==> src/rtl/lc3b_types.sv <==
// Shared LC-3b pipeline types: the fetch-to-decode instruction packet and
// the default instruction-queue depth.
package lc3b_types;

  localparam int IFQ_DEPTH = 4;

  typedef struct packed {
    logic [15:0] pc;
    logic [15:0] instr;
  } lc3b_ipacket;

endpackage

==> src/rtl/if_queue_ptr.sv <==
// Wrapping queue pointer with increment enable and synchronous clear,
// used for both the read and write side of if_queue.
module if_queue_ptr #(
  parameter int DEPTH = 4,
  parameter int PW    = (DEPTH > 1) ? $clog2(DEPTH) : 1
) (
  input  logic          clk,
  input  logic          rst,
  input  logic          i_clr,
  input  logic          i_inc,
  output logic [PW-1:0] o_ptr
);

  localparam logic [PW-1:0] LAST = PW'(DEPTH - 1);

  logic [PW-1:0] r_ptr;

  // Clear wins over increment; wrap explicitly from the last slot back to 0.
  always_ff @(posedge clk or posedge rst) begin
    if (rst) begin
      r_ptr <= {PW{1'b0}};
    end else if (i_clr) begin
      r_ptr <= {PW{1'b0}};
    end else if (i_inc) begin
      if (r_ptr == LAST) begin
        r_ptr <= {PW{1'b0}};
      end else begin
        r_ptr <= r_ptr + PW'(1);
      end
    end
  end

  assign o_ptr = r_ptr;

endmodule

==> src/rtl/if_queue.sv <==
// Instruction-fetch queue between fetch and decode: DEPTH-entry FIFO with
// flush. Optional same-cycle empty bypass is enabled by IF_QUEUE_BYPASS_EN.
import lc3b_types::*;

module if_queue #(
  parameter int DEPTH = IFQ_DEPTH,
  parameter int PW    = (DEPTH > 1) ? $clog2(DEPTH) : 1,
  parameter int CW    = $clog2(DEPTH + 1)
) (
  input  logic          clk,
  input  logic          rst,
  input  lc3b_ipacket   enq_packet,
  input  logic          enq_valid,
  output logic          enq_ready,
  output lc3b_ipacket   deq_packet,
  output logic          deq_valid,
  input  logic          deq_ready,
  input  logic          flush,
  output logic [CW-1:0] count
);

  lc3b_ipacket   r_mem [DEPTH];
  logic [CW-1:0] r_count;
  logic [PW-1:0] w_rd_ptr;
  logic [PW-1:0] w_wr_ptr;
  logic          w_empty;
  logic          w_full;
  logic          w_bypass;
  logic          w_push;
  logic          w_pop;

  // Handshake decode: flush suppresses both sides; a bypassed packet is never stored.
  always_comb begin
    w_empty = (r_count == {CW{1'b0}});
    w_full  = (r_count == CW'(DEPTH));
`ifdef IF_QUEUE_BYPASS_EN
    w_bypass = w_empty && enq_valid && deq_ready && !flush && !rst;
`else
    w_bypass = 1'b0;
`endif
    w_push = enq_valid && !w_full && !flush && !w_bypass;
    w_pop  = !w_empty && deq_ready && !flush;
  end

  if_queue_ptr #(.DEPTH(DEPTH), .PW(PW)) u_rd_ptr (
    .clk   (clk),
    .rst   (rst),
    .i_clr (flush),
    .i_inc (w_pop),
    .o_ptr (w_rd_ptr)
  );

  if_queue_ptr #(.DEPTH(DEPTH), .PW(PW)) u_wr_ptr (
    .clk   (clk),
    .rst   (rst),
    .i_clr (flush),
    .i_inc (w_push),
    .o_ptr (w_wr_ptr)
  );

  // Packet storage; deliberately not cleared by reset or flush.
  always_ff @(posedge clk) begin
    if (w_push) begin
      r_mem[w_wr_ptr] <= enq_packet;
    end
  end

  // Occupancy tracking.
  always_ff @(posedge clk or posedge rst) begin
    if (rst) begin
      r_count <= {CW{1'b0}};
    end else if (flush) begin
      r_count <= {CW{1'b0}};
    end else if (w_push && !w_pop) begin
      r_count <= r_count + CW'(1);
    end else if (!w_push && w_pop) begin
      r_count <= r_count - CW'(1);
    end
  end

  assign enq_ready  = !w_full;
  assign deq_valid  = (!w_empty && !flush) || w_bypass;
  assign deq_packet = w_bypass ? enq_packet : r_mem[w_rd_ptr];
  assign count      = r_count;

endmodule

==> config.mk <==
export PLATFORM = sky130hd
export DESIGN_NAME = if_queue
export DESIGN_NICKNAME = d
export VERILOG_FILES = /design/src/rtl/lc3b_types.sv /design/src/rtl/if_queue_ptr.sv /design/src/rtl/if_queue.sv
export SDC_FILE = /design/constraint.sdc
export NUM_CORES = 1
export LEC_CHECK = 0
export ABC_AREA = 1
export CORE_UTILIZATION = 58
export CTS_CLUSTER_SIZE = 8
export DETAILED_ROUTE_END_ITERATION = 8
export GPL_TIMING_DRIVEN = 0
export HOLD_SLACK_MARGIN = 0.15
export PLACE_DENSITY = 0.84
export SLEW_MARGIN = 25
export SYNTH_ARGS = -nofsm -noshare
export SYNTH_HDL_FRONTEND = slang
export SYNTH_HIERARCHICAL = 1
export SYNTH_SLANG_ARGS = --single-unit
==> constraint.sdc <==
create_clock -name clk -period 8.25 [get_ports clk]
set_input_delay 2.475 -clock clk [delete_from_list [all_inputs] [get_ports clk]]
set_output_delay 2.475 -clock clk [all_outputs]
set_load 0.005 [all_outputs]
==> impl_metrics.py, run 1 <==
metrics = {
    "sta": {
        "hold_viol": 0,
        "layout_min_cycle_time_ps": 6255,
        "min_period_over_period_pct": 75.82,
        "relSlewSlack_pct": 54.15,
        "fin_worst_skew_ps": 8.882,
        "worst_pin_slew_ps": 684.0,
        "fmax_mhz": 159.9,
        "setup_tns_ps": 0,
        "rsz0062_at_grt": "no",
        "setup_viol": 0,
        "worst_slack_ps": 1995,
        "slew_viol_final": 0,
    },
    "route": {
        "drtIter0Drc": 333,
        "drcViolationCount": 0,
        "routed_wl_mm": 11.45,
        "vias": 3532,
        "dr.pass1.iters": 5,
        "wl_per_cell_um": 18.86,
        "vias_per_cell": 5.819,
        "postRouteAntennaNets": 0,
    },
    "yosys": {
        "synth_ff_type": "edfxtp_1",
        "syn_nets": 418,
        "yosysUniqueCellTypes": 25,
        "ys_warn_count": 6,
        "async_flop_share_pct": 5.185,
        "synth_area_um2": 5207,
        "synth_edf_count": 128,
        "ys_seq_elements": 135,
        "syn_inst": 378,
        "avgSynthCellArea_um2": 13.78,
        "yosysSeqAreaShare_pct": 77.17,
    },
    "global_routing": {
        "grt_pass1_wl_mm": 17.78,
        "grt_overflow": 0,
        "antenna_found_initial": 0,
        "grt_pass1_vias": 3692,
        "grt_max_degree": 17,
        "grt_usage_pct": 25.70,
    },
    "clocking": {
        "cts_tree": "built",
        "ctsResizeCount": 0,
        "cts.htree.levels": 4,
        "cts_sinks": 135,
        "cts_made_buffers": 17,
        "root_buffer": "clkbuf_8",
        "cts_setup_buffers": 0,
        "cts_hold_buf": 0,
        "clock_latency_ps": 520,
        "ctsLongestPathBuffers": 2,
        "cts.clk_slew.worst_paths_ps": 60,
    },
    "cells_and_area": {
        "final_common_cell": "edfxtp_1",
        "layout-drive-gt1-share_pct": 14.23,
        "final_util_pct": 78.49,
        "final_nets": 526,
        "area_growth_pct": 31.45,
        "final_cell_mix": "edfxtp_1 (128), clkdlybuf4s50_1 (73), nor2_1 (67)",
        "antennaDiodeCount": 0,
    },
    "die": {
        "initial_core_util_pct": 59.71,
        "die_w_um": 96.76,
        "dieHeight_um": 96.76,
        "rows": 34,
        "core-area_um2": 8721,
        "dieArea_um2": 9362,
        "ios": 74,
    },
    "critical_path": {
        "required_ps": 5780,
        "cp_common_cell": "clkdlybuf4s50_1",
        "crit_end": "deq_valid",
        "reg2reg_depth": 7,
        "r2r_slack_ps": 5940,
        "slowest_stage": "clkdlybuf4s50_1",
        "crit_start": "flush",
        "cp.buffers_inverters": 2,
        "cp-start-kind": "input pin",
        "r2r-start": "count[1]",
        "r2r_end": "r_mem[1][15]",
        "crit_type": "in -> out",
        "endpoint_kind": "output pin",
        "crit_path_cell_trace": "clkdlybuf4s50_1 -> a21oi_1 -> clkdlybuf4s50_1",
        "cp.arrival_ps": 3780,
        "cp_max_fo": 7,
        "path_depth": 3,
        "critical-path-top-delay-family": "buffers and inverters",
        "critPathMaxStageDelay_ps": 580,
    },
    "power_and_ir_drop": {
        "max-vdd-ir-drop_v": 0.0001735,
        "switchingPower_uw": 479.1,
        "clkPwrFrac_pct": 40.1,
        "internal-power_uw": 1448,
        "pwr_density_cell_nw_per_um2": 281.6,
        "seqPwrFrac_pct": 41.9,
        "p_sw_share_pct": 24.86,
        "power_leakage_uw": 0.002428,
        "pwr-share-comb_pct": 18.1,
    },
    "placement": {
        "portBuffers": 73,
        "gp_congestion": 0.7226,
        "dp.final_hpwl_mm": 7.229,
        "place_ws_ps": 1985,
    },
    "run_status": {
        "status": "finished, final reports clean",
    },
    "job": {
        "drv_cap": 0,
    },
    "min_path": {
        "min_path_type": "reg -> reg",
    },
}
[area by class of cell]
| type | count | area (um^2) |
|---|---|---|
| multi-input cells | 208 | 1064 |
| clock inverters | 13 | 195.2 |
| clock buffers | 19 | 421.7 |
| fillers | 469 | 1876 |
| plain buffers | 19 | 83.83 |
| inverters | 16 | 61.31 |
| flip-flops and latches | 135 | 4019 |
| repair buffers | 89 | 865.8 |
| well taps | 108 | 135.1 |
[cell families (layout without fill, tap and decap cells)]
group	Yosys count	count (layout)	share of synthesized area [%]
flops	135	135	77.17
simple gates	104	104	8.554
compound gates	100	100	10.45
buf+inv	35	156	2.787
fa+ha+maj	3	3	0.8649
xor+xnor	1	1	0.1682
[tightest hold or removal path, stage by stage (launching register included)]
cell and delay [ps]:
dfrtp_1 410, nand2_1 70, nand2_1 70
[synth_stat cells, types with 3 or more instances]
cell type | instances | share of area [%]
o21ai_1 | 3 | 0.29
inv_1 | 13 | 0.94
nand2_2 | 3 | 0.36
nor3_1 | 4 | 0.38
o21ai_0 | 63 | 6.1
edfxtp_1 | 128 | 74
nand3_1 | 8 | 0.77
nor2_1 | 67 | 4.8
clkbuf_1 | 11 | 0.79
nand2_1 | 16 | 1.2
dfrtp_1 | 7 | 3.4
o22ai_1 | 32 | 3.8
buf_2 | 7 | 0.67
[power groups by stage]
stage          registers, uW  clock network, uW  logic (uW)
6_report                 807                773         348
5_1_grt                  810                805         380
4_1_cts                  807                776         349
3_5_place_dp             819                  0         344
3_3_place_gp             822                  0         327
2_1_floorplan            819                  0         161
[flip-flops by register name (all words and copies together) (netlist names)]
name,cells
r_mem,128
count,3
u_rd_ptr/o_ptr,2
u_wr_ptr/o_ptr,2
[stage by stage]
stage / instances / area, um^2 / power, uW / hold slack (ps)
floorplan: 378 / 5207 / 979.9 / 510.0
global placement: 559 / 6073 / 1149 / 529.6
detailed placement: 575 / 6228 / 1164 / 569.0
CTS: 607 / 6845 / 1931 / 592.6
global route: 607 / 6845 / 1995 / 637.2
finish: 607 / 6845 / 1928 / 589.0
[metal layers]
layer	vias to the layer above	wire length [um]	track usage [%]
li1	1617	-	-
met1	1714	4252	29.82
met2	182	6227	44.69
met3	19	782	6.575
met4	0	183	12.06
met5	-	0	0
[worst min-delay path by stage]
stage	from	to	slack, ps	cells after the start
finish	u_rd_ptr/o_ptr[0]	u_rd_ptr/o_ptr[0]	590	2
global route	u_rd_ptr/o_ptr[0]	u_rd_ptr/o_ptr[0]	640	2
CTS	u_rd_ptr/o_ptr[0]	u_rd_ptr/o_ptr[0]	590	2
detailed placement	u_rd_ptr/o_ptr[0]	u_rd_ptr/o_ptr[0]	570	2
global placement	u_wr_ptr/o_ptr[1]	u_wr_ptr/o_ptr[1]	530	2
floorplan	u_wr_ptr/o_ptr[1]	u_wr_ptr/o_ptr[1]	510	2
(Power assumes the default switching activity.)
==> run 2: changes to the inputs <==
Settings changed: CORE_UTILIZATION 58 to 54, PLACE_DENSITY 0.84 to 0.79.
Clock period 8.25 ns to 6.03 ns, I/O delays scaled along.
==> run 2 against run 1 <==
Net effect:
- power increased by 33%
- routed wire length decreased by 4.6%
- final cell count increased by 3.5%
- die area increased by 7.2%
- sequential share of layout area unchanged
- first-iteration DRC count decreased by 40%
- count of clock-buffer cells in the layout decreased by 2
- global-route usage decreased by 2.1 points
- combinational power increased by 36%
- hold slack improved by 0.81 ps
- worst setup slack got worse by 920 ps
==> impl_metrics.py, run 2 (synthesized netlist as in run 1, its figures left out) <==
metrics = {
    "run_status": {
        "status": "finished, final reports clean",
    },
    "route": {
        "postRouteAntennaNets": 0,
        "vias": 3386,
        "drcViolationCount": 0,
        "wl_per_cell_um": 17.39,
        "vias_per_cell": 5.392,
        "dr.pass1.iters": 4,
        "routed_wl_mm": 10.92,
        "drtIter0Drc": 200,
    },
    "cells_and_area": {
        "largest-register": "r_mem",
        "final_cell_mix": "edfxtp_1 (128), clkdlybuf4s50_1 (73), nor2_1 (67)",
        "largest_register_ffs": 128,
        "fillers": 598,
        "final_nets": 526,
        "antennaDiodeCount": 0,
        "area_growth_pct": 31.45,
        "multi_input_area_um2": 1064,
        "layout-drive-gt1-share_pct": 14.43,
        "final_common_cell": "edfxtp_1",
        "ff_latch_area_um2": 4019,
    },
    "clocking": {
        "ctsLongestPathBuffers": 2,
        "cts.htree.levels": 4,
        "cts_setup_buffers": 0,
        "cts_tree": "built",
        "cts_hold_buf": 0,
        "cts_sinks": 135,
        "cts_made_buffers": 17,
        "clock_latency_ps": 500,
        "cts.clk_slew.worst_paths_ps": 60,
        "root_buffer": "clkbuf_8",
        "ctsResizeCount": 0,
    },
    "placement": {
        "dp.final_hpwl_mm": 7.102,
        "place_ws_ps": 1106,
        "gp_congestion": 0.7380,
        "portBuffers": 73,
    },
    "die": {
        "initial_core_util_pct": 56.09,
        "core-area_um2": 9284,
        "die_w_um": 100.2,
        "dieHeight_um": 100.2,
        "dieArea_um2": 10040,
        "rows": 35,
        "ios": 74,
    },
    "sta": {
        "worst_slack_ps": 1079,
        "rsz0062_at_grt": "no",
        "fmax_mhz": 202.0,
        "relSlewSlack_pct": 47.71,
        "min_period_over_period_pct": 82.10,
        "layout_min_cycle_time_ps": 4951,
        "setup_viol": 0,
        "hold_viol": 0,
        "fin_worst_skew_ps": 7.998,
        "slew_viol_final": 0,
        "worst_pin_slew_ps": 780.1,
        "hold_ws_ps": 589.8,
    },
    "global_routing": {
        "grt_overflow": 0,
        "grt_usage_pct": 23.56,
        "antenna_found_initial": 0,
        "grt_pass1_wl_mm": 17.16,
        "grt_pass1_vias": 3540,
        "grt_max_degree": 17,
    },
    "critical_path": {
        "cp-start-kind": "input pin",
        "endpoint_kind": "output pin",
        "cp_max_fo": 7,
        "required_ps": 4220,
        "crit_type": "in -> out",
        "cp.arrival_ps": 3140,
    },
    "min_path": {
        "min_path_type": "reg -> reg",
    },
    "power_and_ir_drop": {
        "power_leakage_uw": 0.002416,
        "pwr_density_cell_nw_per_um2": 375.3,
        "max-vdd-ir-drop_v": 0.0002200,
    },
    "job": {
        "drv_cap": 0,
    },
}
-- run 2: cell count changes in the layout (fill, tap and decap cells not counted), sizes merged --
cell | previous run | this run
bufinv | 4 | 2
clkbuf | 30 | 28
inv | 18 | 22
-- run 2: critical path, stage by stage --
cell and delay, ps:
clkdlybuf4s50_1 600, a21oi_1 210, clkdlybuf4s50_1 520
-- run 2: metal layers --
metal / wire length, um / global-route usage [%] / part of all wire [%] / vias up
li1: - / - / - / 1609
met1: 4254 / 27.13 / 39 / 1639
met5: 0 / 0 / 0 / -
met4: 164 / 10.70 / 1.5 / 0
met3: 572 / 5.641 / 5.2 / 15
met2: 5928 / 41.78 / 54 / 123
-- run 2: per-stage QoR --
step / power [uW] / instance area [um^2] / setup TNS (ps) / std cells / utilization [%]
global placement: 1573 / 6100 / -111530 / 580 / 65.70
finish: 2569 / 6845 / 0 / 628 / 73.73
CTS: 2581 / 6845 / 0 / 628 / 73.73
global route: 2672 / 6845 / 0 / 628 / 73.73
detailed placement: 1595 / 6266 / 0 / 596 / 67.49
floorplan: 1341 / 5207 / 0 / 378 / -
-- run 2: final cells by class --
class                           count  area share, %
Multi-Input combinational cell    208          15.54
Tap cell                          129          2.358
Sequential cell                   135          58.71
Inverter                           16         0.8956
Clock inverter                     15          2.413
Clock buffer                       17          6.050
Buffer                             19          1.225
Timing Repair Buffer               89          12.81
-- run 2: power by group --
part,switching [uW],internal [uW],total (uW),leakage (uW)
registers,27.6,1080,1100,0.00125
logic,244,229,473,0.000887
clock network,395,597,992,0.000275
total,667,1900,2570,0.00242
-- run 2: worst paths after layout --
path / from / end / slack [ps] / cells after the start
setup / recovery: flush / deq_valid / 1080 / 3
hold / removal: u_wr_ptr/o_ptr[1] / u_wr_ptr/o_ptr[1] / 590 / 2
setup reg to reg: count[2] / r_mem[1][6] / 3850 / 5
hold reg to reg: u_wr_ptr/o_ptr[1] / u_wr_ptr/o_ptr[1] / 590 / 2
max in group asynchronous: rst / count[1] / 4340 / 2
min in group asynchronous: rst / u_rd_ptr/o_ptr[0] / 1550 / 2
==> run 3: changes to the inputs <==
Settings changed: CORE_UTILIZATION 54 to 49, PLACE_DENSITY 0.79 to 0.76.
Clock period 6.03 ns to 4.5 ns, I/O delays scaled along.
==> run 3 against run 2 <==
Net effect:
- final area shrank 0.46%
- sequential power grew 35%
- hold slack lost 2.9 ps
- critical endpoint unchanged
- clock skew grew 4.0 ps
==> impl_metrics.py, run 3 (synthesized netlist as in run 1, its figures left out) <==
metrics = {
    "die": {
        "ios": 74,
        "core-area_um2": 10320,
        "die_w_um": 105.1,
        "rows": 37,
        "initial_core_util_pct": 50.44,
        "dieArea_um2": 11040,
        "dieHeight_um": 105.1,
    },
    "route": {
        "routed_wl_mm": 11.52,
        "vias": 3488,
        "postRouteAntennaNets": 0,
        "drcViolationCount": 0,
        "wl_per_cell_um": 18.17,
        "dr.pass1.iters": 4,
        "vias_per_cell": 5.502,
        "drtIter0Drc": 164,
    },
    "cells_and_area": {
        "layout-drive-gt1-share_pct": 14.06,
        "final_common_cell": "edfxtp_1",
        "area_growth_pct": 30.85,
        "largest_register_ffs": 128,
        "final_nets": 526,
        "final_util_pct": 66.00,
        "final_cell_mix": "edfxtp_1 (128), clkdlybuf4s50_1 (73), nor2_1 (67)",
        "antennaDiodeCount": 0,
        "fillers": 759,
        "fin_cells": 634,
        "final_area_um2": 6814,
        "largest-register": "r_mem",
    },
    "global_routing": {
        "grt_usage_pct": 21.92,
        "grt_overflow": 0,
        "antenna_found_initial": 0,
        "grt_pass1_vias": 3478,
        "use_met2_pct": 37.89,
        "use_met3_pct": 6.425,
        "grt_max_degree": 17,
        "gr-usage-met1_pct": 26.27,
        "grt_pass1_wl_mm": 17.75,
        "grt_busiest_layer": "met2",
    },
    "clocking": {
        "cts.htree.levels": 4,
        "ctsLongestPathBuffers": 2,
        "root_buffer": "clkbuf_8",
        "cts_sinks": 135,
        "cts_made_buffers": 17,
        "ctsResizeCount": 0,
        "cts.clk_slew.worst_paths_ps": 60,
        "clock_latency_ps": 520,
        "cts_tree": "built",
        "cts_hold_buf": 0,
        "cts_setup_buffers": 0,
    },
    "sta": {
        "layout_min_cycle_time_ps": 3990,
        "worst_pin_slew_ps": 606.0,
        "slew_viol_final": 0,
        "setup_tns_ps": 0,
        "fin_worst_skew_ps": 11.99,
        "setup_viol": 0,
        "rsz0062_at_grt": "no",
        "relSlewSlack_pct": 59.38,
        "hold_viol": 0,
        "min_period_over_period_pct": 88.66,
        "fmax_mhz": 250.6,
    },
    "critical_path": {
        "cp-start-kind": "input pin",
        "cp.arrival_ps": 2640,
        "r2r_slack_ps": 2460,
        "required_ps": 3150,
        "endpoint_kind": "output pin",
        "cp_max_fo": 7,
        "crit_type": "in -> out",
    },
    "power_and_ir_drop": {
        "pwr_density_cell_nw_per_um2": 498.5,
        "power_leakage_uw": 0.002403,
        "max-vdd-ir-drop_v": 0.0002816,
        "totalPowerFinal_uw": 3397,
    },
    "placement": {
        "placed_area_um2": 6264,
        "gp_congestion": 0.7784,
        "portBuffers": 73,
        "dp.final_hpwl_mm": 7.464,
        "dp.cells": 603,
    },
    "job": {
        "drv_cap": 0,
    },
    "min_path": {
        "min_path_type": "reg -> reg",
    },
    "run_status": {
        "status": "finished, final reports clean",
    },
}
-- run 3: final timing paths --
| kind | start | end | cells past startpoint |
|---|---|---|---|
| min reg2reg | u_wr_ptr/o_ptr[1] | u_wr_ptr/o_ptr[1] | 2 |
| min in group asynchronous | rst | u_wr_ptr/o_ptr[1] | 2 |
| min | u_wr_ptr/o_ptr[1] | u_wr_ptr/o_ptr[1] | 2 |
| max | flush | deq_valid | 3 |
| max in group asynchronous | rst | count[1] | 2 |
| max reg2reg | count[2] | r_mem[3][15] | 5 |
-- run 3: critical path: stages --
cell,delay [ps]
clkdlybuf4s50_1,580
a21oi_1,190
clkdlybuf4s50_1,520
-- run 3: layout make-up --
type / instances / area (um^2) / share of cell area [%]
buffer: 19 / 83.83 / 1.230
inverter: 16 / 61.31 / 0.8997
clock inverter: 13 / 132.6 / 1.946
tap: 136 / 170.2 / 2.497
timing repair buffer: 89 / 865.8 / 12.71
multi-input combinational: 208 / 1064 / 15.61
clock buffer: 18 / 417.9 / 6.133
sequential: 135 / 4019 / 58.98
-- run 3: metal layers --
metal,up-vias,part of all wire (%)
met3,13,5.5
met2,135,52
li1,1609,-
met1,1731,41
met4,0,0.82
met5,-,0
-- run 3: power breakdown --
group	internal (uW)	switching (uW)	total (uW)
Combinational	307	333	640
Sequential	1440	34.0	1480
Clock	780	500	1280
-- run 3: stage by stage --
stage / hold slack, ps / setup WS, ps
after floorplan: 510.0 / 283.5
after global placement: 528.7 / -2062
after detailed placement: 573.8 / 513.2
after CTS: 589.8 / 498.9
after global routing: 617.8 / 445.0
final: 586.9 / 510.1
